## src/rtl/demux_router_1xn_pkg.sv

```systemverilog
// Shared definitions for the demux router and the selector family:
// default widths/channel counts and the per-slot occupancy encoding.
package demux_router_1xn_pkg;

    localparam int unsigned DEF_DATA_WIDTH = 32;
    localparam int unsigned DEF_SEL_WIDTH  = 2;
    localparam int unsigned DEF_N_OUT      = 4;

    typedef enum logic {
        SLOT_EMPTY = 1'b0,
        SLOT_FULL  = 1'b1
    } slot_state_e;

endpackage

```

## src/rtl/demux_chan_slot.sv

```systemverilog
// One output channel: a single holding register plus its occupancy bit,
// with a valid/ready handshake toward the consumer.
import demux_router_1xn_pkg::*;

module demux_chan_slot #(
    parameter int unsigned DATA_WIDTH = DEF_DATA_WIDTH
) (
    input  logic                  CLK,
    input  logic                  RST,
    input  logic                  load,
    input  logic [DATA_WIDTH-1:0] data_in,
    input  logic                  out_ready,
    output logic                  out_valid,
    output logic [DATA_WIDTH-1:0] out_data,
    output logic                  can_accept
);

    slot_state_e           state_q, state_d;
    logic [DATA_WIDTH-1:0] data_q, data_d;

    assign out_valid  = (state_q == SLOT_FULL);
    assign out_data   = data_q;
    // A slot draining this cycle may be refilled on the same edge.
    assign can_accept = ~out_valid | out_ready;

    always_comb begin
        state_d = state_q;
        data_d  = data_q;
        if (load) begin
            state_d = SLOT_FULL;
            data_d  = data_in;
        end else if (out_valid && out_ready) begin
            state_d = SLOT_EMPTY;
        end
    end

    always_ff @(posedge CLK or posedge RST) begin
        if (RST) begin
            state_q <= SLOT_EMPTY;
            data_q  <= '0;
        end else begin
            state_q <= state_d;
            data_q  <= data_d;
        end
    end

endmodule

```

## src/rtl/demux_router_1xn.sv

```systemverilog
// Registered 1-to-N demultiplexer with broadcast. Each channel has its own
// 1-entry slot, so a stalled consumer only blocks words addressed to it.
import demux_router_1xn_pkg::*;

module demux_router_1xn #(
    parameter int unsigned DATA_WIDTH = DEF_DATA_WIDTH,
    parameter int unsigned SEL_WIDTH  = DEF_SEL_WIDTH,
    parameter int unsigned N_OUT      = DEF_N_OUT
) (
    input  logic                        CLK,
    input  logic                        RST,
    input  logic [DATA_WIDTH-1:0]       IN_DATA,
    input  logic [SEL_WIDTH-1:0]        IN_SEL,
    input  logic                        IN_BCAST,
    input  logic                        IN_VALID,
    output logic                        IN_READY,
    output logic [N_OUT*DATA_WIDTH-1:0] OUT_DATA,
    output logic [N_OUT-1:0]            OUT_VALID,
    input  logic [N_OUT-1:0]            OUT_READY,
    output logic                        BUSY,
    output logic                        ERR
);

    logic [N_OUT-1:0]                 sel_hit;
    logic [N_OUT-1:0]                 can_accept;
    logic [N_OUT-1:0]                 load;
    logic [N_OUT-1:0][DATA_WIDTH-1:0] slot_data;
    logic                             sel_in_range;
    logic                             accept;
    logic                             err_q, err_d;

    // One-hot decode; an out-of-range select simply hits no channel.
    for (genvar i = 0; i < N_OUT; i++) begin : g_chan
        assign sel_hit[i] = (IN_SEL == SEL_WIDTH'(i));
        assign load[i]    = accept & (IN_BCAST | sel_hit[i]);

        demux_chan_slot #(
            .DATA_WIDTH (DATA_WIDTH)
        ) u_slot (
            .CLK        (CLK),
            .RST        (RST),
            .load       (load[i]),
            .data_in    (IN_DATA),
            .out_ready  (OUT_READY[i]),
            .out_valid  (OUT_VALID[i]),
            .out_data   (slot_data[i]),
            .can_accept (can_accept[i])
        );

        assign OUT_DATA[i*DATA_WIDTH +: DATA_WIDTH] = slot_data[i];
    end

    assign sel_in_range = |sel_hit;

    // Independent of IN_VALID; unroutable words are always sunk.
    always_comb begin
        if (IN_BCAST)
            IN_READY = &can_accept;
        else if (sel_in_range)
            IN_READY = |(sel_hit & can_accept);
        else
            IN_READY = 1'b1;
    end

    assign accept = IN_VALID & IN_READY & ~RST;
    assign BUSY   = |OUT_VALID;
    assign ERR    = err_q;

    always_comb begin
        err_d = err_q;
        if (accept && !IN_BCAST && !sel_in_range)
            err_d = 1'b1;
    end

    always_ff @(posedge CLK or posedge RST) begin
        if (RST)
            err_q <= 1'b0;
        else
            err_q <= err_d;
    end

endmodule

```

## config.mk

```make
export PLATFORM = sky130hd
export DESIGN_NAME = demux_router_1xn
export DESIGN_NICKNAME = d
export VERILOG_FILES = /design/src/rtl/demux_router_1xn_pkg.sv /design/src/rtl/demux_chan_slot.sv /design/src/rtl/demux_router_1xn.sv
export SDC_FILE = /design/constraint.sdc
export NUM_CORES = 1
export LEC_CHECK = 0
export BUFFER_PORTS_ARGS = -buffer_cell sky130_fd_sc_hd__buf_2
export CORE_ASPECT_RATIO = 2
export CORE_MARGIN = 10
export CORE_UTILIZATION = 45
export DETAILED_ROUTE_END_ITERATION = 6
export GPL_ROUTABILITY_DRIVEN = 0
export HOLD_SLACK_MARGIN = 0.06
export PLACE_DENSITY = 0.77
export SYNTH_ARGS = -nofsm -noshare
export SYNTH_HDL_FRONTEND = slang
export SYNTH_HIERARCHICAL = 1
export SYNTH_SLANG_ARGS = --single-unit
```

## constraint.sdc

```tcl
create_clock -name CLK -period 1.81 [get_ports CLK]
set_input_delay 0.2715 -clock CLK [delete_from_list [all_inputs] [get_ports CLK]]
set_output_delay 0.2715 -clock CLK [all_outputs]
set_load 0.05 [all_outputs]
```

After elaboration in Yosys (flattened, before gate mapping)

Cells that the tools add are included.

Flip-flop bits (word level): 133
Bits of input ports: 42
Output and inout bits: 135
Logic and storage cells: 59

Equality and inequality tests: 3
Multiplexer cells: 10
Bitwise gates (word level): 20
Reduce and logical (&&, ||, !) cells: 17

Operators with widths:

| cell                                                                   | count |
|---|---|
| 4-bit OR reduction                                                     | 3 |
| 1-bit two-way mux                                                      | 10 |
| 1-bit bitwise OR                                                       | 8 |
| 2-bit nonzero test                                                     | 4 |
| 1-bit bitwise AND                                                      | 6 |
| 1-bit logical AND                                                      | 6 |
| 1-bit inverter                                                         | 5 |
| 4-bit bitwise AND                                                      | 1 |
| 2-bit equality test (second input constant)                            | 2 |
| 4-bit AND reduction                                                    | 1 |
| 2-bit by 1-bit equality test with 1-bit output (second input constant) | 1 |
| 1-bit zero test                                                        | 2 |
| 2-bit zero test                                                        | 1 |

Depth between registers and ports, before layout

Word-level depth: 10
Gate-level depth with buffers: 7
Gate-level depth less buffers: 5

Modules after synthesis

The synthesis kept the hierarchy.

Modules (own cells, without submodules):

| module           | instances | cells an instance | area each (um^2) | seq. area each (um^2) |
|---|---|---|---|---|
| demux_chan_slot  | 4         | 72                | 1382.6           | 825.8 |
| demux_router_1xn | 1         | 20                | 141.4            | 25.0 |

Worst setup path before layout

Ideal clock, no wire load.

Path kind: reg-to-output
From: register g_chan[3].u_slot.state_q
To: output IN_READY
Data arrival time: 1726 ps
Required time: 1539 ps
Path slack: -187 ps
Stages on the path, launching flop included: 5
Buffers on the path: 0
Path through: dfrtp_1 nand2b_1 mux4_2 inv_1 o21ai_1

Longest elaborated chain between the ends: 6
Elaborated cells between the ends (all ways): 7
Those cells by class: 2 x mux; 3 x bitwise; 2 x reduce/logical

RTL lines:

| item                   | RTL line               | source |
|---|---|---|
| from (decl)            | demux_chan_slot.sv:18  | `slot_state_e state_q, state_d;` |
| from (signal assigned) | demux_chan_slot.sv:42  | `state_q <= state_d;` |
| 1-bit inverter *       | demux_chan_slot.sv:24  | `assign can_accept = ~out_valid \| out_ready;` |
| 1-bit bitwise OR *     | demux_chan_slot.sv:24  |  |
| via can_accept[3]      | demux_router_1xn.sv:25 | `logic [N_OUT-1:0] can_accept;` |
| 4-bit bitwise AND      | demux_router_1xn.sv:60 | `IN_READY = \|(sel_hit & can_accept);` |
| 4-bit OR reduction     | demux_router_1xn.sv:60 |  |
| 1-bit two-way mux      | demux_router_1xn.sv:59 | `else if (sel_in_range)` |
| 1-bit two-way mux *    | demux_router_1xn.sv:57 | `if (IN_BCAST)` |
| to (decl)              | demux_router_1xn.sv:16 | `output logic IN_READY,` |

The timed path passes the listed nets; every way through them passes the cells marked *.

Final worst setup path

From: register g_chan[0].u_slot.state_q
To: output IN_READY

Longest elaborated chain between the ends: 6
Elaborated cells between the ends (all ways): 7
Those cells by class: 2 x mux; 3 x bitwise; 2 x reduce/logical

RTL lines:

| item                   | RTL line |
|---|---|
| from (decl)            | demux_chan_slot.sv:18 |
| from (signal assigned) | demux_chan_slot.sv:42 |
| 1-bit inverter *       | demux_chan_slot.sv:24 |
| 1-bit bitwise OR *     | demux_chan_slot.sv:24 |
| via can_accept[0]      | demux_router_1xn.sv:25 |
| 4-bit bitwise AND      | demux_router_1xn.sv:60 |
| 4-bit OR reduction     | demux_router_1xn.sv:60 |
| 1-bit two-way mux      | demux_router_1xn.sv:59 |
| 1-bit two-way mux *    | demux_router_1xn.sv:57 |

Marks and branches as above.

==> run_results.csv <==
group,metric,value,unit
synthesis,synth_area,5670,µm²
sta,hold_viol,0,
power,seq_power_share,31.3,%
power,combPwrFrac,42.9,%
floorplan,fp.dieH,179,µm
sta,min_period_over_period,110,%
synthesis,ys_ff_latch,133,
floorplan,coreArea,12500,µm²
drt,drt_pass1_iterations,4,
synthesis,synth_flop_cell,"dfrtp_1",
sta,fmax,0.502,GHz
global_route,grt_max_degree,34,
drt,routed_wl,17.5,mm
place,place_area,6750,µm²
flow_run,maxCapViolCount,0,
place,post-dp-hpwl,11.2,mm
drt,wire_per_inst,25.1,µm
finish,drive_gt1_share,72.6,%
floorplan,initial_core_util,45.4,%
hold_path,hold_class,"in -> reg",
power,pwr_density_cell,1760,nW/µm²
synthesis,yosysWarnings,6,
sta,setup_ws,-183,ps
finish,syn_to_final_growth,40.9,%
power,p_int,8.08,mW
clocking,worstSkewPairLatency,410,ps
sta,slew_violations,0,
floorplan,rows,58,
critical_path,arrival,1720,ps
clocking,cts_max_level,4,
sta,grt_setup_unrepaired,"yes",
synthesis,yosys.cell_types.count,18,
floorplan,die_area,17800,µm²
synthesis,synth_edf_count,0,
synthesis,synth.most_common_cell,"dfrtp_1",
critical_path,cp_max_fo,2,
sta,fin_skew,10.2,ps
critical_path,required,1540,ps
finish,final_area,7990,µm²
critical_path,crit_path_end_kind,"output port",
finish,final-instance-count-excl-fill,697,
power,power_leakage,3.95,nW
clocking,path_clk_slew,60,ps
power,p_sw,5.99,mW
floorplan,die_w,99.4,µm
finish,antenna_cells,0,
clocking,clock-sinks,133,
synthesis,yosys.area.top_type,"dfrtp_1",
global_route,grtUsageTotal,18.7,%
sta,worst_pin_slew,895,ps
floorplan,ioPinCount,177,
finish,nets,576,
synthesis,ys_seq_area_share,58.7,%
drt,via_count,3565,
drt,first_iter_violations,181,
drt,ant_nets,0,
global_route,grt-ovfl-total,0,
drt,drc_errors,0,
synthesis,synth_cells,308,
synthesis,synth_area_leaders,"dfrtp_1, mux2_4, buf_12, mux2_2, nand2b_1",
clocking,cts_tree,"built",
sta,post-route-min-period,1990,ps
synthesis,synth_commonest_cells,"dfrtp_1, mux2_4, buf_12, mux2_2, nand2b_1",
critical_path,start_kind,"flip-flop",
synthesis,syn_area_per_cell,18.4,µm²
sta,relSlewSlack,40.0,%
synthesis,synth_top_area_share,58.7,%
power,total_power,14.1,mW
power,clockPowerShare,25.8,%
synthesis,synthArstFlopShare,100,%
sta,setup_viol,90,
run_status,outcome,"finished, violations left",
clocking,cts-root-buf,"clkbuf_16",
critical_path,crit_type,"reg -> out",
power,swShare,42.6,%
finish,utilization,64.0,%
global_route,first_global_vias,4278,
global_route,antenna_found_initial,0,
global_route,grt_pass1_wl,25.4,mm
synthesis,syn_nets,350,
place,io_buffers,176,
run_status,violations,"negative setup slack",
clocking,cts_buffer_depth,2,
sta,whs,146,ps
drt,viasPerCell,5.11,
clocking,numCtsBuffers,17,
power,vdd_drop_max,1.04,mV
place,place_inst,636,
-- state kept, by name (all words and copies together) (netlist names) --
name / count
g_chan.u_slot/out_valid: 4
ERR: 1
g_chan.u_slot/out_data: 128
-- critical path, stage by stage, from the launching register on --
cell      delay (ps)
dfrtp_2          360
nand2b_1          80
buf_4            150
mux4_2           450
inv_2             70
o21ai_2           60
buf_6            150
-- cell type report --
type | instances | area (µm²)
clock inverter | 10 | 144
timing repair buffer | 224 | 1660
fill | 903 | 4490
tap | 150 | 188
clock buffer | 22 | 484
inverter | 6 | 22.5
multi-input combinational | 152 | 2160
sequential | 133 | 3330
-- power by group through the flow --
stage          clock [mW]  combinational (mW)  sequential, mW
6_report             3.63                6.04            4.40
5_1_grt              3.82                6.24            4.49
3_3_place_gp            0                5.76            4.38
2_1_floorplan           0                1.45            7.31
4_1_cts              3.68                5.95            4.38
3_5_place_dp            0                5.83            4.40
-- repair_timing --
item,CTS,global route
gates resized for setup,14,27
setup endpoints to repair,92,130
buffers inserted,10,7
gates cloned,4,10
pin swaps,2,6
hold endpoints to repair,79,0
hold buffers,2,0
-- worst paths after layout --
kind | from | cells after the start | endpoint | slack [ps]
min in group asynchronous | RST | 3 | ERR | 240
max | g_chan[0].u_slot/out_valid | 6 | IN_READY | -180
min reg2reg | ERR | 0 | ERR | 370
max in group asynchronous | RST | 4 | g_chan[2].u_slot/out_data[23] | 600
max reg2reg | g_chan[0].u_slot/out_valid | 9 | g_chan[3].u_slot/out_data[22] | -120
min | IN_DATA[14] | 2 | g_chan[2].u_slot/out_data[14] | 150
-- cells by family (layout without fill, tap and decap cells) --
logic type,Yosys count,after routing,synth area share (%)
DFF,133,133,58.7
muxes,129,129,33.5
buffers and inverters,23,262,5.49
and+or+nand+nor,18,18,1.90
AOI/OAI and AO/OA,5,5,0.441
-- placed cells by master, fill, tap and decap left out, types with 3 or more instances in the layout --
cell type,instances
a21oi_4,4
buf_12,9
buf_16,4
clkbuf_16,26
clkinvlp_4,3
dfrtp_2,3
dfrtp_1,130
clkbuf_8,4
buf_8,4
bufinv_16,3
buf_2,174
nand2b_1,5
clkinv_1,4
buf_4,14
mux2_4,125
nand2b_4,3
mux2_2,3
buf_6,8
-- stage by stage --
stage / worst slack, ps / TNS, ps
after CTS: -170 / -5560
after global placement: 9.38 / 0
after global routing: -249 / -9860
final: -183 / -4060
after floorplan: -22.2 / -1820
after detailed placement: -42.5 / -469
-- per-layer routing --
| layer | part of all wire (%) | track usage [%] | vias up |
|---|---|---|---|
| met4 | 2.7 | 8.04 | 0 |
| met2 | 55 | 33.9 | 128 |
| met5 | 0 | 0 | - |
| met3 | 5.4 | 5.71 | 26 |
| li1 | - | - | 1525 |
| met1 | 37 | 19.1 | 1886 |
(Power assumes the default switching activity.)
